===== config.mk =====
export PLATFORM = sky130hd
export DESIGN_NAME = window_write_decoder
export DESIGN_NICKNAME = d
export VERILOG_FILES = /design/src/rtl/sparc_pkg.sv /design/src/rtl/phys_index_map.sv /design/src/rtl/window_write_decoder.sv
export SDC_FILE = /design/constraint.sdc
export NUM_CORES = 2
export LEC_CHECK = 0
export CAP_MARGIN = 20
export CORE_ASPECT_RATIO = 1.25
export CORE_MARGIN = 2
export CORE_UTILIZATION = 57
export CTS_CLUSTER_DIAMETER = 60
export DETAILED_ROUTE_END_ITERATION = 8
export HOLD_SLACK_MARGIN = 0.1
export PLACE_DENSITY = 0.87
export SETUP_SLACK_MARGIN = 0.5
export SYNTH_ARGS = -nofsm -noshare
export SYNTH_HDL_FRONTEND = slang
export SYNTH_SLANG_ARGS = --single-unit

===== constraint.sdc =====
create_clock -name clk -period 4.82 [get_ports clk]
set_clock_uncertainty 0.1 [all_clocks]
set_input_delay 0.964 -clock clk [delete_from_list [all_inputs] [get_ports clk]]
set_output_delay 0.964 -clock clk [all_outputs]
set_load 0.01 [all_outputs]

===== src/rtl/sparc_pkg.sv =====
// Shared constants for the windowed register file.
// Global count, window stride and physical size helper.
package sparc_pkg;

  localparam int NWINDOWS_DEF  = 4;
  localparam int GLOBAL_COUNT  = 8;
  localparam int WINDOW_STRIDE = 16;

  typedef enum logic [1:0] {
    WIN_HOLD,
    WIN_SAVE,
    WIN_RESTORE
  } win_op_e;

  function automatic int nphys(input int nw);
    return GLOBAL_COUNT + WINDOW_STRIDE * nw;
  endfunction

endpackage


===== src/rtl/phys_index_map.sv =====
// Logical register + cwp -> physical index.
// Ports: cwp, r (logical) in; idx (physical) out.
module phys_index_map
  import sparc_pkg::*;
#(
  parameter  int NWINDOWS = NWINDOWS_DEF,
  localparam int CW       = $clog2(NWINDOWS),
  localparam int PW       = $clog2(nphys(NWINDOWS))
) (
  input  logic [CW-1:0] cwp,
  input  logic [4:0]    r,
  output logic [PW-1:0] idx
);

  // Window ring is 16*NWINDOWS entries, a power of two,
  // so the modulo is plain truncation to CW+4 bits.
  logic [CW+3:0] off;

  assign off = {cwp, 4'b0000} + (CW+4)'(r - 5'd8);

  assign idx = (r < 5'd8) ? PW'(r)
                          : PW'(off) + PW'(GLOBAL_COUNT);

endmodule


===== src/rtl/window_write_decoder.sv =====
// Register-window write-back decoder with CWP control.
// Ports: clk, rst_n, we/rd/wd, save/restore/wim, rs -> rs_data,
// cwp, phys_we/phys_wd, trap_ovf/trap_unf. Macro: WWD_BYPASS_EN.
module window_write_decoder
  import sparc_pkg::*;
#(
  parameter  int NWINDOWS = NWINDOWS_DEF,
  parameter  int DW       = 32,
  localparam int NPHYS    = nphys(NWINDOWS),
  localparam int CW       = $clog2(NWINDOWS),
  localparam int PW       = $clog2(NPHYS)
) (
  input  logic                clk,
  input  logic                rst_n,
  input  logic                we,
  input  logic [4:0]          rd,
  input  logic [DW-1:0]       wd,
  input  logic                save,
  input  logic                restore,
  input  logic [NWINDOWS-1:0] wim,
  input  logic [4:0]          rs,
  output logic [DW-1:0]       rs_data,
  output logic [CW-1:0]       cwp,
  output logic [NPHYS-1:0]    phys_we,
  output logic [DW-1:0]       phys_wd,
  output logic                trap_ovf,
  output logic                trap_unf
);

  logic [DW-1:0] mem [NPHYS];
  logic [PW-1:0] widx;
  logic [PW-1:0] ridx;
  logic [PW-1:0] pidx;
  logic [CW-1:0] cwp_dn;
  logic [CW-1:0] cwp_up;
  logic          wr_ok;
  win_op_e       op;

  phys_index_map #(.NWINDOWS(NWINDOWS)) u_wmap (
    .cwp (cwp),
    .r   (rd),
    .idx (widx)
  );

  phys_index_map #(.NWINDOWS(NWINDOWS)) u_rmap (
    .cwp (cwp),
    .r   (rs),
    .idx (ridx)
  );

  assign wr_ok  = we && (rd != 5'd0);
  assign cwp_dn = cwp - CW'(1);
  assign cwp_up = cwp + CW'(1);

  always_comb begin
    op = WIN_HOLD;
    unique case (1'b1)
      save && !restore: op = WIN_SAVE;
      restore && !save: op = WIN_RESTORE;
      default:          op = WIN_HOLD;
    endcase
  end

  always_ff @(posedge clk or negedge rst_n) begin
    if (!rst_n) begin
      cwp      <= '0;
      phys_we  <= '0;
      phys_wd  <= '0;
      pidx     <= '0;
      trap_ovf <= 1'b0;
      trap_unf <= 1'b0;
      for (int i = 0; i < NPHYS; i++) begin
        mem[i] <= '0;
      end
    end else begin
      phys_we  <= wr_ok ? (NPHYS'(1) << widx) : '0;
      phys_wd  <= wr_ok ? wd : '0;
      pidx     <= widx;
      trap_ovf <= 1'b0;
      trap_unf <= 1'b0;
      if (|phys_we) begin
        mem[pidx] <= phys_wd;
      end
      unique case (op)
        WIN_SAVE: begin
          if (wim[cwp_dn]) trap_ovf <= 1'b1;
          else             cwp      <= cwp_dn;
        end
        WIN_RESTORE: begin
          if (wim[cwp_up]) trap_unf <= 1'b1;
          else             cwp      <= cwp_up;
        end
        default: ;
      endcase
    end
  end

  always_comb begin
    rs_data = mem[ridx];
`ifdef WWD_BYPASS_EN
    if ((|phys_we) && (pidx == ridx)) begin
      rs_data = phys_wd;
    end
`endif
    if (rs == 5'd0) begin
      rs_data = '0;
    end
  end

endmodule


==> flow_summary.html <==
<table>
<tr><th>Metric</th><th>Value</th></tr>
<tr><th colspan="2">Outcome</th></tr>
<tr><td>Status</td><td>finished clean</td></tr>
<tr><th colspan="2">Setup path</th></tr>
<tr><td>Kind of launch point of the worst setup path</td><td>input pin</td></tr>
<tr><td>Critical-path top delay cell</td><td>nor2_4</td></tr>
<tr><td>Logic depth of the worst register-to-register path</td><td>7</td></tr>
<tr><td>Cell-by-cell listing of the critical path</td><td>buf_2 &gt; buf_4 &gt; buf_4 &gt; nor2_4 &gt; buf_4 &gt; a22oi_1 &gt; nand3_1 &gt; nand2_1 &gt; a211oi_2 &gt; buf_4 &gt; clkdlybuf4s15_2</td></tr>
<tr><td>Data required time at the worst endpoint</td><td>3760 ps</td></tr>
<tr><td>Largest incremental delay on the critical path</td><td>440 ps</td></tr>
<tr><td>Arrival time reported for the critical path endpoint</td><td>3700 ps</td></tr>
<tr><td>CP Max Fanout</td><td>17</td></tr>
<tr><td>Worst Setup End Kind</td><td>output pin</td></tr>
<tr><td>Stages on worst setup path</td><td>11</td></tr>
<tr><td>Crit path kind</td><td>input pin to output pin</td></tr>
<tr><td>WP buf/inv</td><td>6</td></tr>
<tr><td>Top Family by Delay on Critical Path</td><td>buffers and inverters</td></tr>
<tr><td>Flop-to-flop setup slack</td><td>1160 ps</td></tr>
<tr><td>Most frequent cell on the critical path</td><td>buf_4</td></tr>
<tr><th colspan="2">STA</th></tr>
<tr><td>Highest achievable clock rate</td><td>0.210 GHz</td></tr>
<tr><td>Final critical-path share of the clock period</td><td>98.8%</td></tr>
<tr><td>Count of pins over their slew limit</td><td>0</td></tr>
<tr><td>Worst Slack Setup Final</td><td>58.6 ps</td></tr>
<tr><td>TNS Setup</td><td>0 ps</td></tr>
<tr><td>Unrepaired setup endpoints after global routing</td><td>yes</td></tr>
<tr><td>Final critical path time including I/O delays and setup</td><td>4760 ps</td></tr>
<tr><td>Final Setup Violations</td><td>0</td></tr>
<tr><td>Headroom to the max-slew limit</td><td>25.2%</td></tr>
<tr><td>Number of hold violations in the final report</td><td>0</td></tr>
<tr><td>Slew of the pin with the lowest slew margin</td><td>1120 ps</td></tr>
<tr><th colspan="2">Cells and area</th></tr>
<tr><td>Layout net count</td><td>7,288</td></tr>
<tr><td>Post-Layout Inst Area</td><td>126,000 µm²</td></tr>
<tr><td>Fraction of layout cells with a size suffix above 1</td><td>53.0%</td></tr>
<tr><td>Area growth from synthesis to layout</td><td>15.7%</td></tr>
<tr><td>Final Instance Count excl. Fillers</td><td>9,947</td></tr>
<tr><th colspan="2">Global route</th></tr>
<tr><td>First-pass GRT wire length</td><td>469 mm</td></tr>
<tr><td>Most used routing layer</td><td>met2</td></tr>
<tr><td>Routing usage on met1</td><td>40.9%</td></tr>
<tr><td>Antenna violations before repair</td><td>8</td></tr>
<tr><td>Global-route congestion overflow total</td><td>0</td></tr>
<tr><td>Met3 Track Usage GR</td><td>8.41%</td></tr>
<tr><td>Overall routing resource usage</td><td>32.3%</td></tr>
<tr><td>GRT met2 Usage</td><td>51.7%</td></tr>
<tr><td>Maximum number of pins on one net before global-route repair</td><td>189</td></tr>
<tr><td>Via count of the first global-routing pass</td><td>71,800</td></tr>
<tr><th colspan="2">Floorplanning</th></tr>
<tr><td>Placeable core area</td><td>190,000 µm²</td></tr>
<tr><td>Die width</td><td>394 µm</td></tr>
<tr><td>Effective utilization at floorplan</td><td>57.2%</td></tr>
<tr><td>Number of placement rows</td><td>179</td></tr>
<tr><td>Die Footprint</td><td>194,000 µm²</td></tr>
<tr><td>Number of ports placed on the die boundary</td><td>191</td></tr>
<tr><td>Die height</td><td>492 µm</td></tr>
<tr><th colspan="2">Yosys</th></tr>
<tr><td>Syn avg cell area</td><td>15.6 µm²</td></tr>
<tr><td>Share of the synthesized area in the top cell type</td><td>55.7%</td></tr>
<tr><td>Sequential cell area fraction in the yosys report</td><td>55.7%</td></tr>
<tr><td>Top cells by area in the synthesized netlist</td><td>dfrtp_1 56%, mux2_2 22%, mux4_2 12%</td></tr>
<tr><td>Yosys cell types</td><td>46</td></tr>
<tr><td>Count of mapped cells out of synthesis</td><td>6,971</td></tr>
<tr><td>Most frequently used flop master after synthesis</td><td>dfrtp_1</td></tr>
<tr><td>Syn. warnings</td><td>0</td></tr>
<tr><td>Net count of the mapped netlist</td><td>7,030</td></tr>
<tr><td>Fraction of registers with async set/reset</td><td>100%</td></tr>
<tr><td>Library cell with the largest summed area after synthesis</td><td>dfrtp_1</td></tr>
<tr><td>Netlist Area Pre-Place</td><td>109,000 µm²</td></tr>
<tr><td>EDFF count, synth</td><td>0</td></tr>
<tr><td>Synth Register Bits</td><td>2,419</td></tr>
<tr><th colspan="2">Clock network</th></tr>
<tr><td>Depth of the CTS H-tree</td><td>4</td></tr>
<tr><td>CTS buffer count</td><td>222</td></tr>
<tr><td>CTS Sinks</td><td>2,419</td></tr>
<tr><td>Worst-case clock buffer depth</td><td>3</td></tr>
<tr><td>Insertion delay of the later-clocked pin in the worst-skew pair</td><td>890 ps</td></tr>
<tr><td>CTS tree</td><td>yes</td></tr>
<tr><td>Clock slew at the register clock pins of the worst setup and hold paths</td><td>70 ps</td></tr>
<tr><td>CTS root buf</td><td>clkbuf_16</td></tr>
<tr><th colspan="2">Place</th></tr>
<tr><td>Placer Congestion</td><td>0.964</td></tr>
<tr><td>Worst slack at placement</td><td>-700 ps</td></tr>
<tr><td>Port Buffers</td><td>190</td></tr>
<tr><td>Number of placed cells counting well taps</td><td>9,508</td></tr>
<tr><td>Detailed-placement wirelength estimate</td><td>197 mm</td></tr>
<tr><td>Placed Area</td><td>117,000 µm²</td></tr>
<tr><th colspan="2">Routing</th></tr>
<tr><td>DRC</td><td>0</td></tr>
<tr><td>Via density per instance</td><td>6.70</td></tr>
<tr><td>Count of nets left with antenna violations after detail routing</td><td>0</td></tr>
<tr><td>Detailed Route WL</td><td>311 mm</td></tr>
<tr><td>First-pass iteration count of the detailed router</td><td>8</td></tr>
<tr><td>Drt wl/cell</td><td>31.3 µm</td></tr>
<tr><td>Via count</td><td>66,600</td></tr>
<tr><td>Detailed router's first-iteration violation count</td><td>6,850</td></tr>
<tr><th colspan="2">Min path</th></tr>
<tr><td>Class of the most critical hold timing path</td><td>register to register</td></tr>
<tr><td>Hold path cells</td><td>1</td></tr>
<tr><th colspan="2">Pwr</th></tr>
<tr><td>Power Total</td><td>0.0685 W</td></tr>
<tr><td>Power density of the placed cells</td><td>545 nW/µm²</td></tr>
<tr><td>Worst vdd ir</td><td>423 µV</td></tr>
<tr><td>Leak pwr</td><td>58.8 nW</td></tr>
<tr><th colspan="2">Flow run</th></tr>
<tr><td>Total of max-cap violations</td><td>0</td></tr>
</table>
[final timing paths]
check	startpoint	end
min in group asynchronous	rst_n	mem[896]
worst max-delay path	rs[3]	rs_data[21]
worst max register to register	phys_we[9]	mem[2066]
worst min-delay path	mem[441]	mem[441]
max in group asynchronous	rst_n	mem[1201]
worst min register to register	mem[441]	mem[441]
[cells in the mapped netlist, types with 37 or more instances]
cell      count
a21oi_1      56
clkbuf_1    359
mux2_2     2138
mux2_1      166
o22ai_1      65
nand2_1     163
mux2i_1     104
a211oi_1     97
a22oi_1      64
buf_1        61
dfrtp_1    2419
buf_2       276
and2_1       37
nor2_1      103
mux4_2      582
nand3_1      46
[sequential cells by signal, indices dropped and copies added, names as in the netlist]
name	cells
cwp	2
mem	2304
phys_wd	32
phys_we	72
pidx	7
trap_ovf	1
trap_unf	1
[cell type report]
| cell class | count | area, µm² |
|---|---|---|
| multi-input cells | 3828 | 46800 |
| flip-flops and latches | 2419 | 60600 |
| clock inverters | 90 | 1260 |
| clock buffers | 317 | 6450 |
| fillers | 11900 | 64200 |
| well taps | 2534 | 3170 |
| inverters | 14 | 60.1 |
| diodes | 1 | 2.50 |
| repair buffers | 744 | 7390 |
[cell usage in the layout, fill, tap and decap left out, drive strengths merged, types with 65 or more instances in the layout]
cell type / count
mux2i: 104
o22ai: 65
mux2: 2304
clkbuf: 318
a211oi: 97
mux4: 582
dfrtp: 2419
clkdlybuf4s50: 152
nand2: 163
buf: 588
nor2: 103
[repair_timing]
item / CTS / global route
setup endpoints to repair: 32 / 32
gates cloned: 3 / 0
gates resized for setup: 240 / 117
pin swaps: 51 / 31
endpoints found under the hold margin: 19 / 0
buffers inserted: 15 / 10
hold buffers: 1 / 0
[metal layers]
layer | routed length, µm | vias to the layer above
met2 | 149000 | 3625
li1 | - | 26200
met4 | 18200 | 8
met3 | 30600 | 1052
met1 | 113000 | 35700
met5 | 56 | -
[worst reg2reg max path, delay by kind of cell (launching register included)]
kind                   cells  cell delay, ps
multiplexers               1             590
AND/OR/NAND/NOR            3            1610
AO/OA/AOI/OAI              1              80
flip-flops                 1             410
buffers and inverters      2             740
[where the power goes]
group	internal [W]	total (W)	switching (W)
Combinational	0.0108	0.0203	0.00942
Clock	0.0104	0.0185	0.00801
Sequential	0.0265	0.0298	0.00336
Total	0.0477	0.0685	0.0208
[kinds of logic after synthesis]
group | Yosys count | synth area share (%)
flops | 2419 | 55.7
compound gates | 370 | 2.33
simple gates | 453 | 1.96
mux | 2990 | 36.9
xor+xnor | 7 | 0.0818
buf+inv | 724 | 2.87
fa+ha+maj | 8 | 0.0922
[per-stage QoR]
| step | utilization (%) | hold WS, ps |
|---|---|---|
| floorplan | - | 352 |
| global placement | 61.5 | 362 |
| detailed placement | 61.5 | 369 |
| CTS | 65.9 | 384 |
| global route | 66.2 | 394 |
| finish | 66.2 | 382 |
(Power assumes the default switching activity.)
